==> src/rtl/diffio_pkg.sv <==
// Shared definitions for the multi-channel diffio pattern generator:
// mode/state encodings, PRBS taps and seed helpers.
package diffio_pkg;

  typedef enum logic [1:0] {
    MODE_PRBS  = 2'd0,
    MODE_ALT   = 2'd1,
    MODE_WALK  = 2'd2,
    MODE_CONST = 2'd3
  } mode_t;

  typedef enum logic [1:0] {
    IDLE   = 2'd0,
    RUN    = 2'd1,
    FINISH = 2'd2
  } state_t;

  localparam int unsigned PRBS_TAP_A = 30;
  localparam int unsigned PRBS_TAP_B = 27;

  function automatic logic [31:0] rotl32(input logic [31:0] value, input int unsigned amount);
    logic [31:0] r;
    r = value;
    for (int unsigned k = 0; k < (amount % 32); k++) begin
      r = {r[30:0], r[31]};
    end
    return r;
  endfunction

  // An all-zero [30:0] would never leave zero through the feedback taps.
  function automatic logic [31:0] fix_seed(input logic [31:0] seed);
    logic [31:0] s;
    s = seed;
    if (s[30:0] == '0) s[0] = 1'b1;
    return s;
  endfunction

endpackage

==> src/rtl/diffio_lfsr_channel.sv <==
// One PRBS channel: 32-bit Fibonacci LFSR, output is the MSB.
module diffio_lfsr_channel
  import diffio_pkg::*;
#(
  parameter logic [31:0] CH_SEED = 32'hABCDEF01
) (
  input  logic CLK,
  input  logic RST,
  input  logic CLK_EN,
  input  logic SHIFT,
  input  logic RESEED,
  output logic BIT
);

  localparam logic [31:0] SEED_FIXED = fix_seed(CH_SEED);

  logic [31:0] d;

  always_ff @(posedge CLK) begin
    if (RST) begin
      d <= SEED_FIXED;
    end else if (CLK_EN) begin
      if (RESEED) begin
        d <= SEED_FIXED;
      end else if (SHIFT) begin
        d <= {d[30:0], d[PRBS_TAP_A] ^ d[PRBS_TAP_B]};
      end
    end
  end

  assign BIT = d[31];

endmodule

==> src/rtl/diffio_pattern_generator_mc.sv <==
// Multi-channel pattern generator (PRBS / alternating / walking-one / constant)
// driving NUM_CHANNELS differential driver inputs with a programmable bit period.
module diffio_pattern_generator_mc
  import diffio_pkg::*;
#(
  parameter int unsigned NUM_CHANNELS = 8,
  parameter logic [31:0] SEED         = 32'hABCDEF01,
  parameter int unsigned BIT_PERIOD   = 2,
  parameter int unsigned CNT_WIDTH    = 32
) (
  input  logic                    CLK,
  input  logic                    RST,
  input  logic                    CLK_EN,
  input  logic                    START,
  input  logic                    ABORT,
  input  logic [1:0]              MODE,
  input  logic [CNT_WIDTH-1:0]    NUM_BITS,
  input  logic [NUM_CHANNELS-1:0] CONST_PATTERN,
  output logic                    BUSY,
  output logic                    DONE,
  output logic                    BIT_STROBE,
  output logic [NUM_CHANNELS-1:0] BIT_PATTERN
);

  localparam int unsigned TW = (BIT_PERIOD > 1) ? $clog2(BIT_PERIOD) : 1;
  localparam int unsigned WW = (NUM_CHANNELS > 1) ? $clog2(NUM_CHANNELS) : 1;

  state_t                  state_q, state_d;
  mode_t                   mode_q;
  logic [CNT_WIDTH-1:0]    nbits_q;
  logic [NUM_CHANNELS-1:0] const_q;
  logic [TW-1:0]           tick_q;
  logic [CNT_WIDTH-1:0]    bit_cnt_q;
  logic [WW-1:0]           walk_q;

  logic                    load;
  logic                    shift;
  logic                    reseed;
  logic                    tick_last;
  logic [NUM_CHANNELS-1:0] prbs_bits;
  logic [NUM_CHANNELS-1:0] pattern;

  assign tick_last = (tick_q == TW'(BIT_PERIOD - 1));

  always_comb begin
    state_d = state_q;
    load    = 1'b0;
    shift   = 1'b0;
    reseed  = 1'b0;
    case (state_q)
      IDLE: begin
        if (START && !ABORT && (NUM_BITS != '0)) begin
          state_d = RUN;
          load    = 1'b1;
        end
      end
      RUN: begin
        if (ABORT) begin
          state_d = IDLE;
          reseed  = 1'b1;
        end else if (tick_last) begin
          shift = 1'b1;
          if (bit_cnt_q == nbits_q - CNT_WIDTH'(1)) state_d = FINISH;
        end
      end
      FINISH: begin
        state_d = IDLE;
        reseed  = 1'b1;
      end
      default: state_d = IDLE;
    endcase
  end

  always_ff @(posedge CLK) begin
    if (RST) begin
      state_q   <= IDLE;
      mode_q    <= MODE_PRBS;
      nbits_q   <= '0;
      const_q   <= '0;
      tick_q    <= '0;
      bit_cnt_q <= '0;
      walk_q    <= '0;
    end else if (CLK_EN) begin
      state_q <= state_d;
      if (load) begin
        mode_q  <= mode_t'(MODE);
        nbits_q <= NUM_BITS;
        const_q <= CONST_PATTERN;
      end
      // Counters only live while staying in RUN; any other path clears them.
      if (state_q != RUN || state_d != RUN) begin
        tick_q    <= '0;
        bit_cnt_q <= '0;
        walk_q    <= '0;
      end else if (tick_last) begin
        tick_q    <= '0;
        bit_cnt_q <= bit_cnt_q + CNT_WIDTH'(1);
        walk_q    <= (walk_q == WW'(NUM_CHANNELS - 1)) ? '0 : walk_q + WW'(1);
      end else begin
        tick_q <= tick_q + TW'(1);
      end
    end
  end

  for (genvar g = 0; g < NUM_CHANNELS; g++) begin : g_lfsr
    diffio_lfsr_channel #(
      .CH_SEED(rotl32(SEED, g))
    ) u_lfsr (
      .CLK   (CLK),
      .RST   (RST),
      .CLK_EN(CLK_EN),
      .SHIFT (shift),
      .RESEED(reseed),
      .BIT   (prbs_bits[g])
    );
  end

  always_comb begin
    pattern = '0;
    case (mode_q)
      MODE_PRBS:  pattern = prbs_bits;
      MODE_ALT: begin
        for (int unsigned i = 0; i < NUM_CHANNELS; i++) begin
          pattern[i] = ~(bit_cnt_q[0] ^ i[0]);
        end
      end
      MODE_WALK: begin
        for (int unsigned i = 0; i < NUM_CHANNELS; i++) begin
          pattern[i] = (walk_q == WW'(i));
        end
      end
      MODE_CONST: pattern = const_q;
      default:    pattern = '0;
    endcase
  end

  assign BUSY        = (state_q == RUN);
  assign DONE        = (state_q == FINISH) && CLK_EN;
  assign BIT_STROBE  = (state_q == RUN) && (tick_q == '0) && CLK_EN;
  assign BIT_PATTERN = (state_q == RUN) ? pattern : '0;

endmodule

==> config.mk <==
export PLATFORM = sky130hd
export DESIGN_NAME = diffio_pattern_generator_mc
export DESIGN_NICKNAME = d
export VERILOG_FILES = /design/src/rtl/diffio_pkg.sv /design/src/rtl/diffio_lfsr_channel.sv /design/src/rtl/diffio_pattern_generator_mc.sv
export SDC_FILE = /design/constraint.sdc
export NUM_CORES = 1
export LEC_CHECK = 0
export ABC_AREA = 1
export CORE_ASPECT_RATIO = 1.5
export CORE_MARGIN = 10
export CORE_UTILIZATION = 55
export DETAILED_ROUTE_END_ITERATION = 16
export DONT_BUFFER_PORTS = 1
export PLACE_DENSITY = 0.71
export SYNTH_ARGS = -nofsm -noshare
export SYNTH_HDL_FRONTEND = slang
export SYNTH_SLANG_ARGS = --single-unit
==> constraint.sdc <==
create_clock -name CLK -period 2.5 [get_ports CLK]
set_clock_uncertainty 0.15 [all_clocks]
set_input_delay 0.125 -clock CLK [delete_from_list [all_inputs] [get_ports CLK]]
set_output_delay 0.125 -clock CLK [all_outputs]
set_load 0.02 [all_outputs]
# Word-level counts from Yosys, hierarchy flattened
# Cells that the tools add are included.
[word_totals]
register_bits = 336
elab_cells = 97
[op_classes]
add_sub_neg = 4
eq_ne = 15
n_mux = 37
bitwise = 10
reduce_logical = 16
[ops]
columns = ["op", "n"]
rows = [
  ["two-way mux 32 bit", 18],
  ["adder 32 x 1 -> 32 bit (second input constant)", 1],
  ["== test 32 bit", 1],
  ["one-hot mux 8 bit (4 select lines)", 1],
  ["nonzero test 32 bit", 1],
  ["subtractor 32 x 1 -> 32 bit (second input constant)", 1],
  ["== test 3 bit (second input constant)", 4],
  ["two-way mux 3 bit", 3],
  ["two-way mux 1 bit", 8],
  ["two-way mux 2 bit", 4],
  ["two-way mux 8 bit", 1],
  ["XOR 1 bit", 8],
  ["== test 2 bit (second input constant)", 3],
  ["== test 3 x 2 -> 1 bit (second input constant)", 2],
  ["AND reduction 2 bit", 3],
  ["logical AND 1 bit", 5],
  ["== test 2 x 1 -> 1 bit (second input constant)", 2],
  ["logical NOT 2 bit", 2],
  ["inequality test 2 x 1 -> 1 bit (second input constant)", 2],
  ["one-hot mux 2 bit (2 select lines)", 1],
  ["nonzero test 2 bit", 2],
  ["adder 3 x 1 -> 3 bit (second input constant)", 1],
  ["== test 3 x 1 -> 1 bit (second input constant)", 1],
  ["logical NOT 3 bit", 1],
  ["5 further kinds", 6],
]

# Depth between registers and ports, before layout
[logic_depth]
word_depth = 10
depth_mapped = 23
mapped_depth_nobuf = 22

# Hierarchy
# Synthesis repeated with hierarchy kept, for this count alone.
[unflattened]
cells_unflattened = 2348
hier_area_um2 = 16671.0
[modules_own_cells]
columns = ["module", "n_inst", "cells_per_inst", "area_each_um2"]
rows = [
  ["diffio_pattern_generator_mc", 1, 928, 5993.2],
  ["diffio_lfsr_channel (g_lfsr[1].u_lfsr ...)", 3, 183, 1355.0],
  ["diffio_lfsr_channel (g_lfsr[0].u_lfsr ...)", 2, 182, 1345.0],
  ["diffio_lfsr_channel (g_lfsr[2].u_lfsr)", 1, 169, 1312.5],
  ["diffio_lfsr_channel (g_lfsr[6].u_lfsr)", 1, 169, 1306.3],
  ["diffio_lfsr_channel (g_lfsr[4].u_lfsr)", 1, 169, 1303.8],
]

# Least setup slack after synthesis
# Ideal clock, no wire load.
[synth_path]
path_kind = "reg-to-reg"
from = "reg nbits_q[0]"
to = "reg bit_cnt_q[10]"
setup_time_ps = 143
arrival_ps = 2028
t_required_ps = 2207
path_slack_ps = 179
stages_incl_launch_ff = 19
path_buffers = 1
cell_sequence = "dfxtp_1 -> inv_2 -> ha_1 -> nand2_4 -> nor2_8 -> nand2_2 -> o21ai_1 -> nand2_1 -> nor2_1 -> nand2_1 -> nor2_2 -> nand3_2 -> nand2_2 -> nand2_4 -> nand3_4 -> nand2_8 -> buf_12 -> nand3_2 -> a21oi_2"
[synth_between]
elab_chain_len = 10
elab_cells_between_ends = 11
cone_classes = "1 x add/sub; 2 x eq/ne; 5 x mux; 3 x reduce/logical"
[synth_rtl]
columns = ["item", "line_no", "text"]
rows = [
  ["from (decl)", "diffio_pattern_generator_mc.sv:30", "logic [CNT_WIDTH-1:0] nbits_q;"],
  ["from (signal assigned)", "diffio_pattern_generator_mc.sv:78", "nbits_q <= '0;"],
  ["from (signal assigned)", "diffio_pattern_generator_mc.sv:87", "nbits_q <= NUM_BITS;"],
  ["subtractor 32 x 1 -> 32 bit *", "diffio_pattern_generator_mc.sv:63", "if (bit_cnt_q == nbits_q - CNT_WIDTH'(1)) state_d = FINISH;"],
  ["== test 32 bit *", "diffio_pattern_generator_mc.sv:63", ""],
  ["two-way mux 2 bit *", "diffio_pattern_generator_mc.sv:63", ""],
  ["two-way mux 2 bit *", "diffio_pattern_generator_mc.sv:61", "end else if (tick_last) begin"],
  ["two-way mux 2 bit *", "diffio_pattern_generator_mc.sv:58", "if (ABORT) begin"],
  ["one-hot mux 2 bit (2 select lines) *", "diffio_pattern_generator_mc.sv:50", "case (state_q)"],
  ["inequality test 2 x 1 -> 1 bit *", "diffio_pattern_generator_mc.sv:91", "if (state_q != RUN || state_d != RUN) begin"],
  ["logical OR 1 bit *", "diffio_pattern_generator_mc.sv:91", ""],
  ["nonzero test 2 bit (no source line)", "--", ""],
  ["AND reduction 2 bit (no source line)", "--", ""],
  ["to (signal assigned)", "diffio_pattern_generator_mc.sv:97", "bit_cnt_q <= bit_cnt_q + CNT_WIDTH'(1);"],
  ["to (decl)", "diffio_pattern_generator_mc.sv:33", "logic [CNT_WIDTH-1:0] bit_cnt_q;"],
]
# Mark *: on every way between the ends. The rest lies on a longest branch, timed or not.
# A chain may end at the register's enable or synchronous reset.

# Worst setup path in the final report
[layout_path]
from = "reg nbits_q[0]"
to = "reg bit_cnt_q[22]"
# Same word-level chain as after synthesis.

==> impl_metrics.json <==
{
  "synthAdderAreaFrac_pct": 0.939,
  "crit_family": "simple AND/OR/NAND/NOR gates",
  "drtAntennaViolNets": 0,
  "cp_num_buf_inv": 4,
  "cp-end-kind": "register",
  "ys_types": 39,
  "fmax_ghz": 0.392,
  "dp.cells": 2252,
  "clock_path_buffers": 3,
  "hold_ws_ns": -0.501,
  "placed_cell_area_sq_mm": 0.0155,
  "ys_seq_area_share_pct": 45.9,
  "pin_count": 58,
  "final-setup-viol-count": 33,
  "drc": 0,
  "clk_pin_slew_ns": 0.07,
  "maxSlewViolCount": 0,
  "vias_per_cell": 5.61,
  "fin_crit_ns": 2.55,
  "gp_congestion": 0.918,
  "cts-root-buf": "clkbuf_16",
  "netlist_top_cells_area": "dfxtp_1, nand2_1, o22ai_1, a21oi_1, inv_1",
  "drive_above_1_share_pct": 15.0,
  "port_buffers": 0,
  "avgSynthCellArea_sq_um": 7.60,
  "grt_start_max_net_pins": 147,
  "async_reset_ff_share_pct": 0,
  "slowest_stage": "dfxtp_2",
  "ys_warn_count": 0,
  "place.detailed.hpwl_um": 26200,
  "power_mw": 11.7,
  "critPathMaxStageDelay_ns": 0.32,
  "leakage_nw": 6.96,
  "finalWorstSetupSlack_ns": -0.0524,
  "worstPathArrival_ns": 2.85,
  "clock_sinks": 336,
  "grt_setup_unrepaired": "true",
  "finalNetCount": 2110,
  "crit_fanout": 16,
  "synth_top_family_by_area": "simple AND/OR/NAND/NOR gates",
  "syn_to_final_growth_pct": 22.0,
  "status": "finished, violations left",
  "h-tree-depth": 1,
  "core_sq_mm": 0.0264,
  "synth-xor-area-share_pct": 3.70,
  "hold_viol_final": 178,
  "drv_cap": 0,
  "via_count": 13524,
  "power.density_mw_per_mm2": 656,
  "dr.first_iter.drc_count": 1040,
  "grt_pass1_wl_um": 67300,
  "synth_most_common_cell": "nand2_1",
  "netlist_top_cells_count": "nand2_1, dfxtp_1, a21oi_1",
  "cp_common_cell": "nand2_1",
  "die_h_um": 220,
  "cts_tree": "yes",
  "critical_path_class": "reg -> reg",
  "violations": "hold timing, setup timing",
  "fin_area_sq_mm": 0.0179,
  "routedWlPerCell_um": 17.7,
  "synth_nets": 1986,
  "antenna_cells": 0,
  "cts_inserted_buffers": 31,
  "setup.worst_path.start_class": "register",
  "grt.overflow.total": 0,
  "syn_inst": 1928,
  "ir_worst_vdd_uv": 680,
  "setup_tns_ns": -1.05,
  "fin_util_pct": 67.8,
  "antenna_found_initial": 0,
  "place_ws_ns": -0.112,
  "syn_area_sq_mm": 0.0147,
  "synth_seq_cells": 336,
  "grt_pass1_vias": 13370,
  "dr.pass1.iters": 7,
  "synth_flop_cell": "dfxtp_1",
  "clkLatencyLatePin_ns": 0.58,
  "worst_slew_pin_slew_ns": 0.569,
  "synth_top_cell_by_area": "dfxtp_1",
  "synth_compound_area_share_pct": 16.1,
  "yosysTopAreaCellShare_pct": 45.9,
  "dieArea_sq_mm": 0.0337,
  "wl_um": 42700,
  "hold_class": "in -> reg",
  "fin_crit_sh_pct": 102,
  "die_width_um": 153,
  "path_cells": "inv_2 -> buf_6 -> nand2_4 -> nor2_8 -> nand2_4 -> clkinv_1 -> nand2_1 -> nand2_1 -> nand2_1 -> nor2_1 -> nand2_1 -> nor2_2 -> nand3_2 -> nand2_2 -> nand2_4 -> nand3_4 -> nand2_8 -> buf_12 -> nand3_2 -> a21oi_2",
  "start_util_pct": 55.5,
  "grtUsageTotal_pct": 24.0,
  "cp.required_ns": 2.79,
  "synthSimpleGateAreaFrac_pct": 25.8,
  "rows": 73,
  "synth.area.mux_share_pct": 0,
  "synth_edf_count": 0,
  "slew_headroom_pct": 62.0,
  "layoutNonFillerInstCount": 2410
}
## sequential cells by signal, indices dropped and copies added (netlist names)
signal and cells:
bit_cnt_q 32, state_q 2, tick_last 1, g_lfsr.u_lfsr.d 256, const_q 8, mode_q 2
nbits_q 32, walk_q 3
## path summary, 6_finish.rpt
kind / from / endpoint / slack, ns / cells after the start
setup reg to reg: nbits_q[0]$_SDFFE_PP0P_ / bit_cnt_q[22]$_SDFFE_PP0P_ / -0.05 / 20
hold reg to reg: g_lfsr[4].u_lfsr.d[15]$_SDFFE_PP1P_ / g_lfsr[4].u_lfsr.d[16]$_SDFFE_PP0P_ / 0.31 / 2
hold / removal: CLK_EN / state_q[1]$_SDFFE_PP0P_ / -0.50 / 1
setup / recovery: nbits_q[0]$_SDFFE_PP0P_ / bit_cnt_q[22]$_SDFFE_PP0P_ / -0.05 / 20
## cell usage in the layout (no fill, tap or decap), types with 16 or more instances in the layout
cell	Yosys	routed
nand2_1	550	546
dfxtp_1	336	326
a21oi_1	164	163
inv_1	136	135
o22ai_1	133	133
buf_4	1	103
dlygate4sd3_1	0	93
nor2_1	89	76
o21ai_0	71	67
nand4_1	46	46
nand3_1	39	38
xor2_1	36	36
clkbuf_16	0	33
nand3_2	30	31
a21oi_2	27	27
xnor2_1	26	26
nor3_1	22	21
nor2_2	10	16
## repair_timing
item,4_1_cts,5_1_grt
endpoints found under the setup margin,38,331
hold endpoints to repair,257,181
buffers inserted,4,2
cloned,2,2
pin swaps,15,8
resized for setup,31,25
hold buffers,89,5
## metal layers
layer	routed length, um	vias up	GRT usage (%)
met5	0	-	0
met2	21700	379	42.7
met1	16100	6361	25.4
li1	-	6617	-
met4	3110	0	17.7
met3	1780	167	3.18
## power by group
group | internal (mW) | switching, mW | total, mW
sequential | 5.41 | 0.0663 | 5.48
clock | 2.90 | 2.05 | 4.95
combinational | 0.527 | 0.773 | 1.30
total | 8.84 | 2.89 | 11.7
## cell families after synthesis
| logic type | count (synthesis) |
|---|---|
| fa+ha+maj | 11 |
| buf+inv | 271 |
| simple gates | 836 |
| compound gates | 412 |
| xor+xnor | 62 |
| flops | 336 |
## layout make-up
type	instances	area, sq um
tap	337	422
clock inverter	14	205
multi-input combinational	1322	6990
clock buffer	40	850
fill	2202	8510
inverter	145	556
sequential	336	6740
timing repair buffer	216	2120
No activity file was read; power rests on OpenSTA's default activity.
